[config.mk]
export PLATFORM = sky130hd
export DESIGN_NAME = seg7_scan_driver
export DESIGN_NICKNAME = d
export VERILOG_FILES = /design/src/rtl/seg7_scan_driver.sv
export SDC_FILE = /design/constraint.sdc
export NUM_CORES = 1
export LEC_CHECK = 0
export ABC_AREA = 0
export CAP_MARGIN = 20
export CORE_MARGIN = 1
export CORE_UTILIZATION = 59
export CTS_CLUSTER_SIZE = 20
export DETAILED_ROUTE_END_ITERATION = 8
export HOLD_SLACK_MARGIN = 0.03
export PLACE_DENSITY = 0.85
export SKIP_CTS_REPAIR_TIMING = 1
export SYNTH_ARGS = -nofsm -noshare
export SYNTH_HDL_FRONTEND = slang
export SYNTH_SLANG_ARGS = --single-unit
[constraint.sdc]
create_clock -name clk_in -period 3.8 [get_ports clk_in]
set_clock_uncertainty 0.1 [all_clocks]
set_input_delay 1.14 -clock clk_in [delete_from_list [all_inputs] [get_ports clk_in]]
set_output_delay 1.14 -clock clk_in [all_outputs]
set_load 0.01 [all_outputs]
[src/rtl/seg7_scan_driver.sv]
// Multiplexed 7-segment driver: captures a value as hex or decimal (shift-add-3),
// then scans the stored digits with active-low segment/select outputs.
module seg7_scan_driver #(
   parameter int unsigned DIGITS   = 8,
   parameter int unsigned DATA_W   = 32,
   parameter int unsigned SCAN_DIV = 50000
) (
   input  logic              clk_in,
   input  logic              reset,
   input  logic [DATA_W-1:0] data_in,
   input  logic              load,
   input  logic              mode_dec,
   input  logic              blank_lz,
   output logic [7:0]        o_seg,
   output logic [DIGITS-1:0] o_sel,
   output logic              busy,
   output logic              conv_done,
   output logic              ovf
);

   localparam int unsigned BCD_W  = 4 * DIGITS;
   localparam int unsigned IDX_W  = (DIGITS > 1) ? $clog2(DIGITS) : 1;
   localparam int unsigned PRE_W  = $clog2(SCAN_DIV);
   localparam int unsigned CNT_W  = $clog2(DATA_W);
   localparam int unsigned WIDE_W = (DATA_W > BCD_W) ? DATA_W : BCD_W;

   typedef enum logic [1:0] {
      IDLE  = 2'd0,
      SHIFT = 2'd1,
      DONE  = 2'd2
   } state_t;

   state_t             state_q, state_d;
   logic [DATA_W-1:0]  data_q, data_d;
   logic               mode_q, mode_d;
   logic [CNT_W-1:0]   cnt_q, cnt_d;
   logic [BCD_W-1:0]   bcd_q, bcd_d;
   logic               acc_q, acc_d;
   logic [BCD_W-1:0]   buf_q, buf_d;
   logic               ovf_q, ovf_d;
   logic               busy_q, busy_d;
   logic               done_q, done_d;
   logic [PRE_W-1:0]   pre_q, pre_d;
   logic [IDX_W-1:0]   idx_q, idx_d;
   logic [7:0]         seg_q, seg_d;
   logic [DIGITS-1:0]  sel_q, sel_d;

   logic [BCD_W-1:0]   adj;
   logic [WIDE_W-1:0]  hex_wide;
   logic [3:0]         cur_digit;
   logic               hi_zero;

   function automatic logic [7:0] seg_pat(input logic [3:0] d);
      logic [7:0] p;
      case (d)
         4'h0: p = 8'hC0;
         4'h1: p = 8'hF9;
         4'h2: p = 8'hA4;
         4'h3: p = 8'hB0;
         4'h4: p = 8'h99;
         4'h5: p = 8'h92;
         4'h6: p = 8'h82;
         4'h7: p = 8'hF8;
         4'h8: p = 8'h80;
         4'h9: p = 8'h90;
         4'hA: p = 8'h88;
         4'hB: p = 8'h83;
         4'hC: p = 8'hC6;
         4'hD: p = 8'hA1;
         4'hE: p = 8'h86;
         default: p = 8'h8E;
      endcase
      return p;
   endfunction

   // Capture FSM and shift-add-3 datapath
   always_comb begin
      state_d  = state_q;
      data_d   = data_q;
      mode_d   = mode_q;
      cnt_d    = cnt_q;
      bcd_d    = bcd_q;
      acc_d    = acc_q;
      buf_d    = buf_q;
      ovf_d    = ovf_q;
      hex_wide = WIDE_W'(data_q);
      adj      = bcd_q;
      for (int i = 0; i < int'(DIGITS); i++) begin
         if (adj[4*i +: 4] >= 4'd5) adj[4*i +: 4] = adj[4*i +: 4] + 4'd3;
      end

      case (state_q)
         IDLE: begin
            if (load) begin
               data_d  = data_in;
               mode_d  = mode_dec;
               cnt_d   = '0;
               bcd_d   = '0;
               acc_d   = 1'b0;
               state_d = mode_dec ? SHIFT : DONE;
            end
         end
         SHIFT: begin
            // Top adjusted bit falls off the register; remember it as overflow
            bcd_d  = {adj[BCD_W-2:0], data_q[DATA_W-1]};
            acc_d  = acc_q | adj[BCD_W-1];
            data_d = data_q << 1;
            cnt_d  = cnt_q + CNT_W'(1);
            if (cnt_q == CNT_W'(DATA_W - 1)) state_d = DONE;
         end
         DONE: begin
            buf_d   = mode_q ? bcd_q : hex_wide[BCD_W-1:0];
            ovf_d   = mode_q & acc_q;
            state_d = IDLE;
         end
         default: state_d = IDLE;
      endcase

      busy_d = (state_d != IDLE);
      done_d = (state_d == DONE);
   end

   // Scan prescaler, digit index and registered segment/select drive
   always_comb begin
      pre_d = pre_q + PRE_W'(1);
      idx_d = idx_q;
      if (pre_q == PRE_W'(SCAN_DIV - 1)) begin
         pre_d = '0;
         idx_d = (idx_q == IDX_W'(DIGITS - 1)) ? '0 : idx_q + IDX_W'(1);
      end

      cur_digit = 4'd0;
      hi_zero   = 1'b1;
      for (int i = 0; i < int'(DIGITS); i++) begin
         if (IDX_W'(i) == idx_q) cur_digit = buf_q[4*i +: 4];
         if ((IDX_W'(i) >= idx_q) && (buf_q[4*i +: 4] != 4'd0)) hi_zero = 1'b0;
      end

      seg_d = (blank_lz && (idx_q != '0) && hi_zero) ? 8'hFF : seg_pat(cur_digit);
      sel_d = ~(DIGITS'(1) << idx_q);
   end

   always_ff @(posedge clk_in) begin
      if (reset) begin
         state_q <= IDLE;
         data_q  <= '0;
         mode_q  <= 1'b0;
         cnt_q   <= '0;
         bcd_q   <= '0;
         acc_q   <= 1'b0;
         buf_q   <= '0;
         ovf_q   <= 1'b0;
         busy_q  <= 1'b0;
         done_q  <= 1'b0;
         pre_q   <= '0;
         idx_q   <= '0;
         seg_q   <= 8'hFF;
         sel_q   <= '1;
      end else begin
         state_q <= state_d;
         data_q  <= data_d;
         mode_q  <= mode_d;
         cnt_q   <= cnt_d;
         bcd_q   <= bcd_d;
         acc_q   <= acc_d;
         buf_q   <= buf_d;
         ovf_q   <= ovf_d;
         busy_q  <= busy_d;
         done_q  <= done_d;
         pre_q   <= pre_d;
         idx_q   <= idx_d;
         seg_q   <= seg_d;
         sel_q   <= sel_d;
      end
   end

   assign o_seg     = seg_q;
   assign o_sel     = sel_q;
   assign busy      = busy_q;
   assign conv_done = done_q;
   assign ovf       = ovf_q;

endmodule
==> metrics.md, run 1 <==
| Metric | Value |
|---|---|
| Synth Area in Simple Gates | `0.2339` |
| Cell Area, Synth | `7269 sq um` |
| CTS buffer count | `17` |
| R2R Setup Slk | `roughly 0.62 ns` |
| Post-synth EDFFs | `0` |
| TNS Setup | `0 ns` |
| Starting Density | `0.6052` |
| Mux cell area share after synthesis | `0.04854` |
| Status | `completed` |
| Startpoint class of the critical path | `register` |
| CTS tree | `done` |
| Unrepaired setup endpoints after global routing | `no` |
| Sequential-to-total area share from yosys stat | `0.3910` |
| Final Cell Area | `8468 sq um` |
| GPL Wtd Cong | `around 0.99` |
| Max-cap viol count | `0` |
| Placed Area | `7825 sq um` |
| Detailed placement HPWL | `between 10000 and 15000 microns` |
| Max clock buf depth | `2` |
| Worst R2R Start | `idx_q[0]` |
| Fin cells | `approximately 1100` |
| Post-synthesis adder-cell area fraction | `0.05336` |
| Iteration-0 DRC count of the detailed router | `524` |
| Final hold vios | `0` |
| Synth Flop Type | `dfxtp_1` |
| Hold endpoint | `pre_q[0]` |
| Synth Area in XOR/XNOR | `0.03614` |
| Remaining antenna violation count after routing | `0` |
| Share of cells above drive strength 1 | `0.06524` |
| Static Leak | `3.122 nW` |
| CTS Sinks | `around 140` |
| Avg Vias per Cell | `~6` |
| Io pins | `between 50 and 60` |
| Final Net Count | `992` |
| Rel. slew slack | `0.2840` |
| VDD IR max | `between 0.3 and 0.4 mV` |
| Kind of end point of the critical path | `register` |
| Worst Setup Slack, final | `between 0.6 and 0.7 ns` |
| GRT Util Overall | `0.2719` |
| Distinct cells, synth | `between 60 and 70` |
| Hold Slack | `around 0.35 ns` |
| #FFs+latches synth | `roughly 140` |
| Placed Cells | `about 1100` |
| Pre-CTS setup slack | `~0.62 ns` |
| Drt drc | `0` |
| Post-synthesis async set-or-reset flop share | `0` |
| Tcrit/Tclk final | `0.8365` |
| ANT cells | `0` |
| Yosys warning total | `0` |
| Core area | `12010 sq um` |
| Filler cells | `just over 900` |
| Synthesis-to-layout area growth | `16.49%` |
| Largest net degree at the start of global routing | `a little over 60` |
| Congestion Overflow GR | `0` |
| CP arrival | `3.35 ns` |
| Chip Width | `around 110 microns` |
| Worst Tran Pin Value | `1.074 ns` |
| Global-route wire length before repair | `around 28000 microns` |
| Syn_nets | `between 900 and 1000` |
| PortBufs | `between 50 and 60` |
| Critical Path RT | `3.97 ns` |
| Compound-gate portion of the synthesized area | `0.1818` |
| Largest family of logic cells by synthesized area | `simple AND/OR/NAND/NOR gates` |
| Row Count | `40` |
| PD cells | `~450 nW/um^2` |
| Worst Hold Launch | `pre_q[0]` |
| Min-delay worst type | `register to register` |
| Die ar. | `between 10000 and 15000 sq um` |
| Clock latency on the worst-skew pair | `around 0.43 ns` |
| Syn Area/Cell | `~8 sq um` |
| Initial antenna violation count | `0` |
| RR Endpoint | `o_seg[1]` |
| Vias in the first global route | `approximately 5900` |
| Max-slew violation count | `0` |
| 1st-pass router iterations | `7` |
| Clk slew on worst S/H paths | `roughly 0.060 ns` |
| Die height | `113 microns` |
| Clock period minus worst slack | `~3.2 ns` |
| Mapped Cells | `904` |
| Routed len/inst | `roughly 15 microns` |
| Critical path type | `register to register` |
| Root buffer cell | `clkbuf_16` |
| FMAX | `between 300 and 400 MHz` |
| H-tree lvl count | `4` |
| Hold path cells | `1` |
| Cells on worst reg2reg path | `10` |
| Post-detailed-routing wire length | `about 16000 microns` |
| Max FO, Critical Path | `20` |
| Finish-stage setup viols | `0` |
| Via count | `6373` |
==> worst max path at each step <==
stage                     endpoint  slack [ns]      from  depth (start not counted)
after floorplan           o_seg[1]        0.98  idx_q[0]                         13
after global placement    o_seg[1]        0.76  idx_q[0]                         10
after detailed placement  o_seg[1]        0.62  idx_q[0]                         10
after CTS                 o_seg[1]        0.61  idx_q[0]                         10
after global routing      o_seg[1]        0.27  idx_q[0]                         10
final                     o_seg[1]        0.62  idx_q[0]                         10
==> Yosys cell counts, drive strengths merged, types with 4 or more instances <==
master | n | area (sq um)
a211oi | 41 | 307.8
a21oi | 67 | 335.3
a22oi | 23 | 177.7
a311oi | 4 | 41.29
and3 | 4 | 25.02
and3b | 5 | 43.79
buf | 17 | 93.84
clkbuf | 46 | 172.7
dfxtp | 142 | 2843
ha | 31 | 387.9
inv | 35 | 131.4
mux2i | 33 | 330.3
nand2 | 38 | 142.6
nand2b | 17 | 106.4
nand3 | 17 | 85.08
nor2 | 178 | 670.7
nor2b | 28 | 175.2
nor3 | 50 | 255.3
o21ai | 37 | 185.2
o221ai | 6 | 65.06
or2 | 4 | 27.53
or4 | 6 | 45.04
xnor2 | 15 | 131.4
xor2 | 15 | 131.4
==> flip-flops by register name, summed over array words and instances (netlist names), 3 cells and up <==
| name | cells |
|---|---|
| bcd_q | 32 |
| buf_q | 32 |
| cnt_q | 5 |
| data_q | 32 |
| idx_q | 3 |
| o_seg | 7 |
| o_sel | 8 |
| pre_q | 16 |
==> cells in the final DEF, fill, tap and decap left out, drive strengths merged, types with 5 or more instances in the layout <==
cell	Yosys	layout
clkdlybuf4s50	0	53
nand2b	17	17
nand3	17	17
or4	6	6
a211oi	41	41
ha	31	31
nor2b	28	28
buf	17	11
dfxtp	142	142
inv	35	35
nand2	38	38
and3b	5	5
mux2i	33	33
nor3	50	50
xor2	15	15
a21oi	67	67
xnor2	15	15
clkbuf	46	19
a22oi	23	23
bufinv	0	5
o21ai	37	37
o221ai	6	6
nor2	178	178
==> routing by layer <==
| metal | vias to the layer above | wire [microns] | GRT usage |
|---|---|---|---|
| li1 | 3183 | - | - |
| met1 | 2963 | 7486 | 0.3492 |
| met2 | 182 | 7687 | 0.4376 |
| met3 | 45 | 858 | 0.05624 |
| met4 | 0 | 417 | 0.1298 |
| met5 | - | 0 | 0 |
==> critical path, cell delays in order (launching register included) <==
cell	delay [ns]
dfxtp_1	0.66
inv_1	0.13
ha_1	0.45
a311oi_1	0.31
o22ai_1	0.14
a31oi_2	0.32
inv_2	0.10
ha_1	0.30
nor3_1	0.29
a211o_1	0.15
o311ai_1	0.07
==> per-stage QoR <==
stage,total power [mW],utilization
6_report,3.808,0.7050
3_5_place_dp,2.025,0.6515
4_1_cts,3.821,0.7050
5_1_grt,3.935,0.7050
3_3_place_gp,2.019,0.6515
2_1_floorplan,1.894,-
==> cells by family after synthesis <==
kind of cell	count (synthesis)
AO/OA/AOI/OAI	203
multiplexers	35
XOR/XNOR	30
buffers and inverters	98
AND/OR/NAND/NOR	364
flip-flops	142
other	1
adder cells (fa/ha/maj)	31
==> cell type report <==
| cell class | instances | area, sq um | area share |
|---|---|---|---|
| Timing Repair Buffer | 64 | 625.6 | 0.07388 |
| Sequential cell | 142 | 2845 | 0.3360 |
| Clock inverter | 11 | 190.2 | 0.02246 |
| Inverter | 35 | 131.4 | 0.01551 |
| Clock buffer | 19 | 452.9 | 0.05349 |
| Tap cell | 147 | 183.9 | 0.02172 |
| Multi-Input combinational cell | 664 | 4039 | 0.4770 |
==> power breakdown <==
part	switching (mW)	total (mW)	internal, mW
clock	0.620	1.81	1.19
combinational	0.207	0.377	0.170
sequential	0.0679	1.62	1.56
No activity file was read; power rests on OpenSTA's default activity.
==> inputs of run 2 (changes only) <==
- CORE_UTILIZATION: 59 -> 53
- PLACE_DENSITY: 0.85 -> 0.81
- clock period: 3.8 -> 2.9 ns (I/O delays scaled with it)
==> metrics.md, run 2 (synthesis gave the netlist of run 1 again) <==
| Metric | Value |
|---|---|
| Die ar. | `14190 sq um (+11%)` |
| GPL Wtd Cong | `0.8938 (-9.7%)` |
| Max clock buf depth | `2 (unchanged)` |
| Critical path type | `register to register` |
| Starting Density | `0.5468 (-0.05844)` |
| Highest-delay cell along the critical path | `dfxtp_1` |
| Synthesis-to-layout area growth | `17.49%` |
| Worst R2R Start | `idx_q[0]` |
| Final Net Count | `1004 (+1.2%)` |
| Status | `completed` |
| Clock period minus worst slack | `2.678 ns (-0.5009 ns)` |
| Chip Width | `119.1 microns (+5.4%)` |
| Seq. cell area | `2845 sq um (unchanged)` |
| TNS Setup | `0 ns (unchanged)` |
| Max-cap viol count | `0 (unchanged)` |
| Kind of end point of the critical path | `register` |
| Tot Pwr | `4.753 mW (+25%)` |
| Unrepaired setup endpoints after global routing | `no` |
| H-tree lvl count | `4 (unchanged)` |
| Root buffer cell | `clkbuf_16` |
| ANT cells | `0 (unchanged)` |
| CTS buffer count | `17 (unchanged)` |
| Tcrit/Tclk final | `0.9234 (+0.08688)` |
| Vias in the first global route | `5772 (-2.0%)` |
| Largest net degree at the start of global routing | `76 (+25%)` |
| 1st-pass router iterations | `5 (-2)` |
| Final Cell Area | `8541 sq um (+0.86%)` |
| Post-detailed-routing wire length | `16520 microns (+0.40%)` |
| Largest registers | `bcd_q x32, buf_q x32, data_q x32` |
| CTS tree | `done` |
| Clk slew on worst S/H paths | `0.05 ns (about the same)` |
| CP top delay family | `compound AO/OA/AOI/OAI gates` |
| Critical Path Start | `idx_q[0]` |
| Share of cells above drive strength 1 | `0.07709 (+0.01184)` |
| Congestion Overflow GR | `0 (unchanged)` |
| FMAX | `373.4 MHz (+19%)` |
| CTS Sinks | `142 (unchanged)` |
| Critical Path, Cell by Cell | `ha_1, ha_1, buf_4, nor2_1, o211ai_1, o221ai_2, inv_2, ha_1, o21ai_1, a21boi_1, o221ai_1` |
| Die height | `119.1 microns (+5.4%)` |
| Critical Path RT | `3.09 ns (-0.88 ns)` |
| Max FO, Critical Path | `6 (-70%)` |
| PortBufs | `54 (unchanged)` |
| Max-slew violation count | `0 (unchanged)` |
| Min-delay worst type | `register to register` |
| WP buf/inv | `2 (unchanged)` |
| Final hold vios | `0 (unchanged)` |
| Remaining antenna violation count after routing | `0 (unchanged)` |
| Worst Tran Pin Value | `0.9111 ns (-0.1629 ns)` |
| Drt drc | `0 (unchanged)` |
| Detailed placement HPWL | `11040 microns (+4.6%)` |
| CP arrival | `2.86 ns (-0.49 ns)` |
| Crit-path max cell delay | `0.36 ns (-0.30 ns)` |
| VDD IR max | `0.4056 mV (+32%)` |
| Finish-stage setup viols | `0 (unchanged)` |
| PD cells | `556.5 nW/um^2 (+24%)` |
| Critical path's most frequent cell | `ha_1` |
| Clock latency on the worst-skew pair | `0.42 ns (about the same)` |
| Row Count | `42 (+5.0%)` |
| Via count | `6266 (-1.7%)` |
| Multi-input gate area | `4051 sq um (+0.31%)` |
| Filler cells | `1118 (+21%)` |
| Static Leak | `3.159 nW (+1.2%)` |
| Iteration-0 DRC count of the detailed router | `458 (-13%)` |
| Post-layout util | `0.6424 (-0.06261)` |
| Initial antenna violation count | `0 (unchanged)` |
| Global-route wire length before repair | `28410 microns (+2.2%)` |
| Commonest non-fill, non-tap cell in the layout | `nor2_1` |
| Avg Vias per Cell | `5.580 (-5.3%)` |
| Commonest cells after routing, fill and taps aside | `177 x nor2_1, 140 x dfxtp_1, 67 x a21oi_1` |
| Placed Area | `7951 sq um (+1.6%)` |
| Rel. slew slack | `0.3926 (+0.1086)` |
| Worst Hold Launch | `pre_q[0]` |
| Core area | `13300 sq um (+11%)` |
| Io pins | `56 (unchanged)` |
| GRT Util Overall | `0.2461 (-0.02577)` |
| Startpoint class of the critical path | `register` |
| Routed len/inst | `14.71 microns (-3.3%)` |
-- run 2: metrics by stage --
| step | setup slack (ns) | instances | hold slack, ns |
|---|---|---|---|
| final | 0.2221 | 1123 | 0.3509 |
| after detailed placement | 0.1484 | 1093 | 0.3506 |
| after floorplan | 0.07810 | 904 | 0.3175 |
| after global routing | 0.09446 | 1123 | 0.3853 |
| after CTS | 0.05914 | 1123 | 0.3584 |
| after global placement | 0.1647 | 1093 | 0.3314 |
-- run 2: power by group --
part	internal [mW]	total (mW)	switching, mW
Sequential	2.04	2.12	0.0777
Clock	1.35	2.13	0.779
Combinational	0.230	0.509	0.279
Total	3.62	4.75	1.14
-- run 2: layout make-up --
type,instances,share of cell area
Timing Repair Buffer,76,0.08380
Tap cell,176,0.02578
Inverter,35,0.01538
Multi-Input combinational cell,664,0.4744
Sequential cell,142,0.3331
Clock buffer,25,0.05801
Clock inverter,5,0.009522
-- run 2: worst paths after layout --
path,cells after the start,slack [ns],to
min,1,0.35,pre_q[0]
max reg2reg,11,0.22,o_seg[5]
max,11,0.22,o_seg[5]
min reg2reg,1,0.35,pre_q[0]
-- run 2: routing by layer --
layer  global-route usage  part of all wire  vias to the layer above
li1                     -                 -                     3205
met1               0.3324              0.49                     2902
met2               0.3892              0.46                      141
met3              0.05508             0.043                       18
met4              0.07674             0.011                        0
met5                    0                 0                        -
==> inputs of run 3 (changes only) <==
- CORE_UTILIZATION: 53 -> 25
- PLACE_DENSITY: 0.81 -> 0.47
==> metrics.md, run 3 (synthesis gave the netlist of run 1 again) <==
| Metric | Value |
|---|---|
| Die height | `172.5 microns (+45%)` |
| Unrepaired setup endpoints after global routing | `no` |
| Finish-stage setup viols | `0 (unchanged)` |
| Via count | `6177 (-1.4%)` |
| Chip Width | `172.5 microns (+45%)` |
| Core area | `28630 sq um (+120%)` |
| Max-slew violation count | `0 (unchanged)` |
| Commonest cells after routing, fill and taps aside | `177 x nor2_1, 140 x dfxtp_1, 67 x a21oi_1` |
| VDD IR max | `0.3736 mV (-7.9%)` |
| H-tree lvl count | `4 (unchanged)` |
| PortBufs | `54 (unchanged)` |
| Vias in the first global route | `5936 (+2.8%)` |
| Static Leak | `3.179 nW (+0.63%)` |
| Tcrit/Tclk final | `0.9233 (about the same)` |
| Global-route wire length before repair | `31560 microns (+11%)` |
| Placed Cells | `1304 (+19%)` |
| CTS Sinks | `142 (unchanged)` |
| Initial antenna violation count | `0 (unchanged)` |
| Critical path type | `register to register` |
| Drt drc | `0 (unchanged)` |
| Critical Path RT | `3.08 ns (about the same)` |
| Pre-CTS setup slack | `0.1882 ns (+0.03979 ns)` |
| Final Net Count | `1007 (+0.30%)` |
| Placed Area | `8234 sq um (+3.6%)` |
| PD cells | `544.3 nW/um^2 (-2.2%)` |
| ANT cells | `0 (unchanged)` |
| Fin cells | `1334 (+19%)` |
| Synthesis-to-layout area growth | `21.20%` |
| Largest registers | `bcd_q x32, buf_q x32, data_q x32` |
| GRT Util Overall | `0.1301 (-0.1160)` |
| Clock period minus worst slack | `2.678 ns (-0.0001830 ns)` |
| Startpoint class of the critical path | `register` |
| Worst Hold Launch | `pre_q[0]` |
| Worst Setup Slack, final | `0.2223 ns (+0.0001830 ns)` |
| Iteration-0 DRC count of the detailed router | `366 (-20%)` |
| FMAX | `373.5 MHz (about the same)` |
| Clock latency on the worst-skew pair | `0.42 ns (about the same)` |
| Share of cells above drive strength 1 | `0.08105 (+0.003967)` |
| Kind of end point of the critical path | `register` |
| Max clock buf depth | `2 (unchanged)` |
| Largest net degree at the start of global routing | `56 (-26%)` |
| Io pins | `56 (unchanged)` |
| Detailed placement HPWL | `13320 microns (+21%)` |
| Congestion Overflow GR | `0 (unchanged)` |
| Row Count | `62 (+48%)` |
| Worst Tran Pin Value | `0.6640 ns (-0.2471 ns)` |
| Routed len/inst | `14.13 microns (-3.9%)` |
| Remaining antenna violation count after routing | `0 (unchanged)` |
| Die ar. | `29760 sq um (+110%)` |
| Rel. slew slack | `0.5573 (+0.1647)` |
| Hold Slack | `0.3427 ns (-0.008275 ns)` |
| Starting Density | `0.2540 (-0.2928)` |
| Status | `completed` |
| Commonest non-fill, non-tap cell in the layout | `nor2_1` |
| Final Cell Area | `8811 sq um (+3.2%)` |
| Critical Path Start | `idx_q[1]` |
| Avg Vias per Cell | `4.630 (-17%)` |
| Max-cap viol count | `0 (unchanged)` |
| CTS buffer count | `17 (unchanged)` |
| Root buffer cell | `clkbuf_16` |
| Clk slew on worst S/H paths | `0.06 ns (about the same)` |
| Min-delay worst type | `register to register` |
| 1st-pass router iterations | `6 (+1)` |
| TNS Setup | `0 ns (unchanged)` |
| CTS tree | `done` |
| Max FO, Critical Path | `16 (+10)` |
| CP arrival | `2.86 ns (about the same)` |
| GPL Wtd Cong | `0.8846 (-1.0%)` |
| Final hold vios | `0 (unchanged)` |
| Worst R2R Start | `idx_q[1]` |
| Post-detailed-routing wire length | `18850 microns (+14%)` |
[run 3: stage by stage]
step	power (mW)	util
5_1_grt	5.030	0.3078
3_3_place_gp	2.702	0.2877
3_5_place_dp	2.698	0.2877
2_1_floorplan	2.482	-
4_1_cts	4.872	0.3076
6_report	4.796	0.3078
[run 3: where the power goes]
part | internal, mW | leakage (nW) | switching, mW
clock | 1.30 | 0.286 | 0.845
sequential | 2.04 | 1.16 | 0.0818
combinational | 0.232 | 1.73 | 0.296
total | 3.57 | 3.18 | 1.22
[run 3: area by class of cell]
type | count | area, sq um
fill | 3025 | 19810
multi-input combinational | 664 | 4044
sequential | 142 | 2845
timing repair buffer | 79 | 738.2
tap | 384 | 480.5
clock buffer | 20 | 456.7
inverter | 35 | 131.4
clock inverter | 10 | 115.1
[run 3: path summary, 6_finish.rpt]
| kind | endpoint | slack [ns] | cells after the start |
|---|---|---|---|
| worst max-delay path | o_seg[1] | 0.22 | 10 |
| worst min-delay path | pre_q[0] | 0.34 | 1 |
| worst max register to register | o_seg[1] | 0.22 | 10 |
| worst min register to register | pre_q[0] | 0.34 | 1 |
[run 3: routing by layer]
layer	GRT usage	wire length, microns	vias up	share of wire
met1	0.1785	9662	2864	0.51
li1	-	-	3210	-
met2	0.2051	8421	83	0.45
met4	0.03943	250	0	0.013
met5	0	0	-	0
met3	0.02476	514	20	0.027
[run 3: critical path: stages (launching register included)]
cell and delay [ns]:
dfxtp_1 0.36, buf_4 0.21, ha_1 0.46, inv_1 0.15, o21ai_0 0.17, o211ai_1 0.12, o221ai_2 0.16, ha_1 0.31
nor3_1 0.27, a211o_1 0.14, o311ai_1 0.09
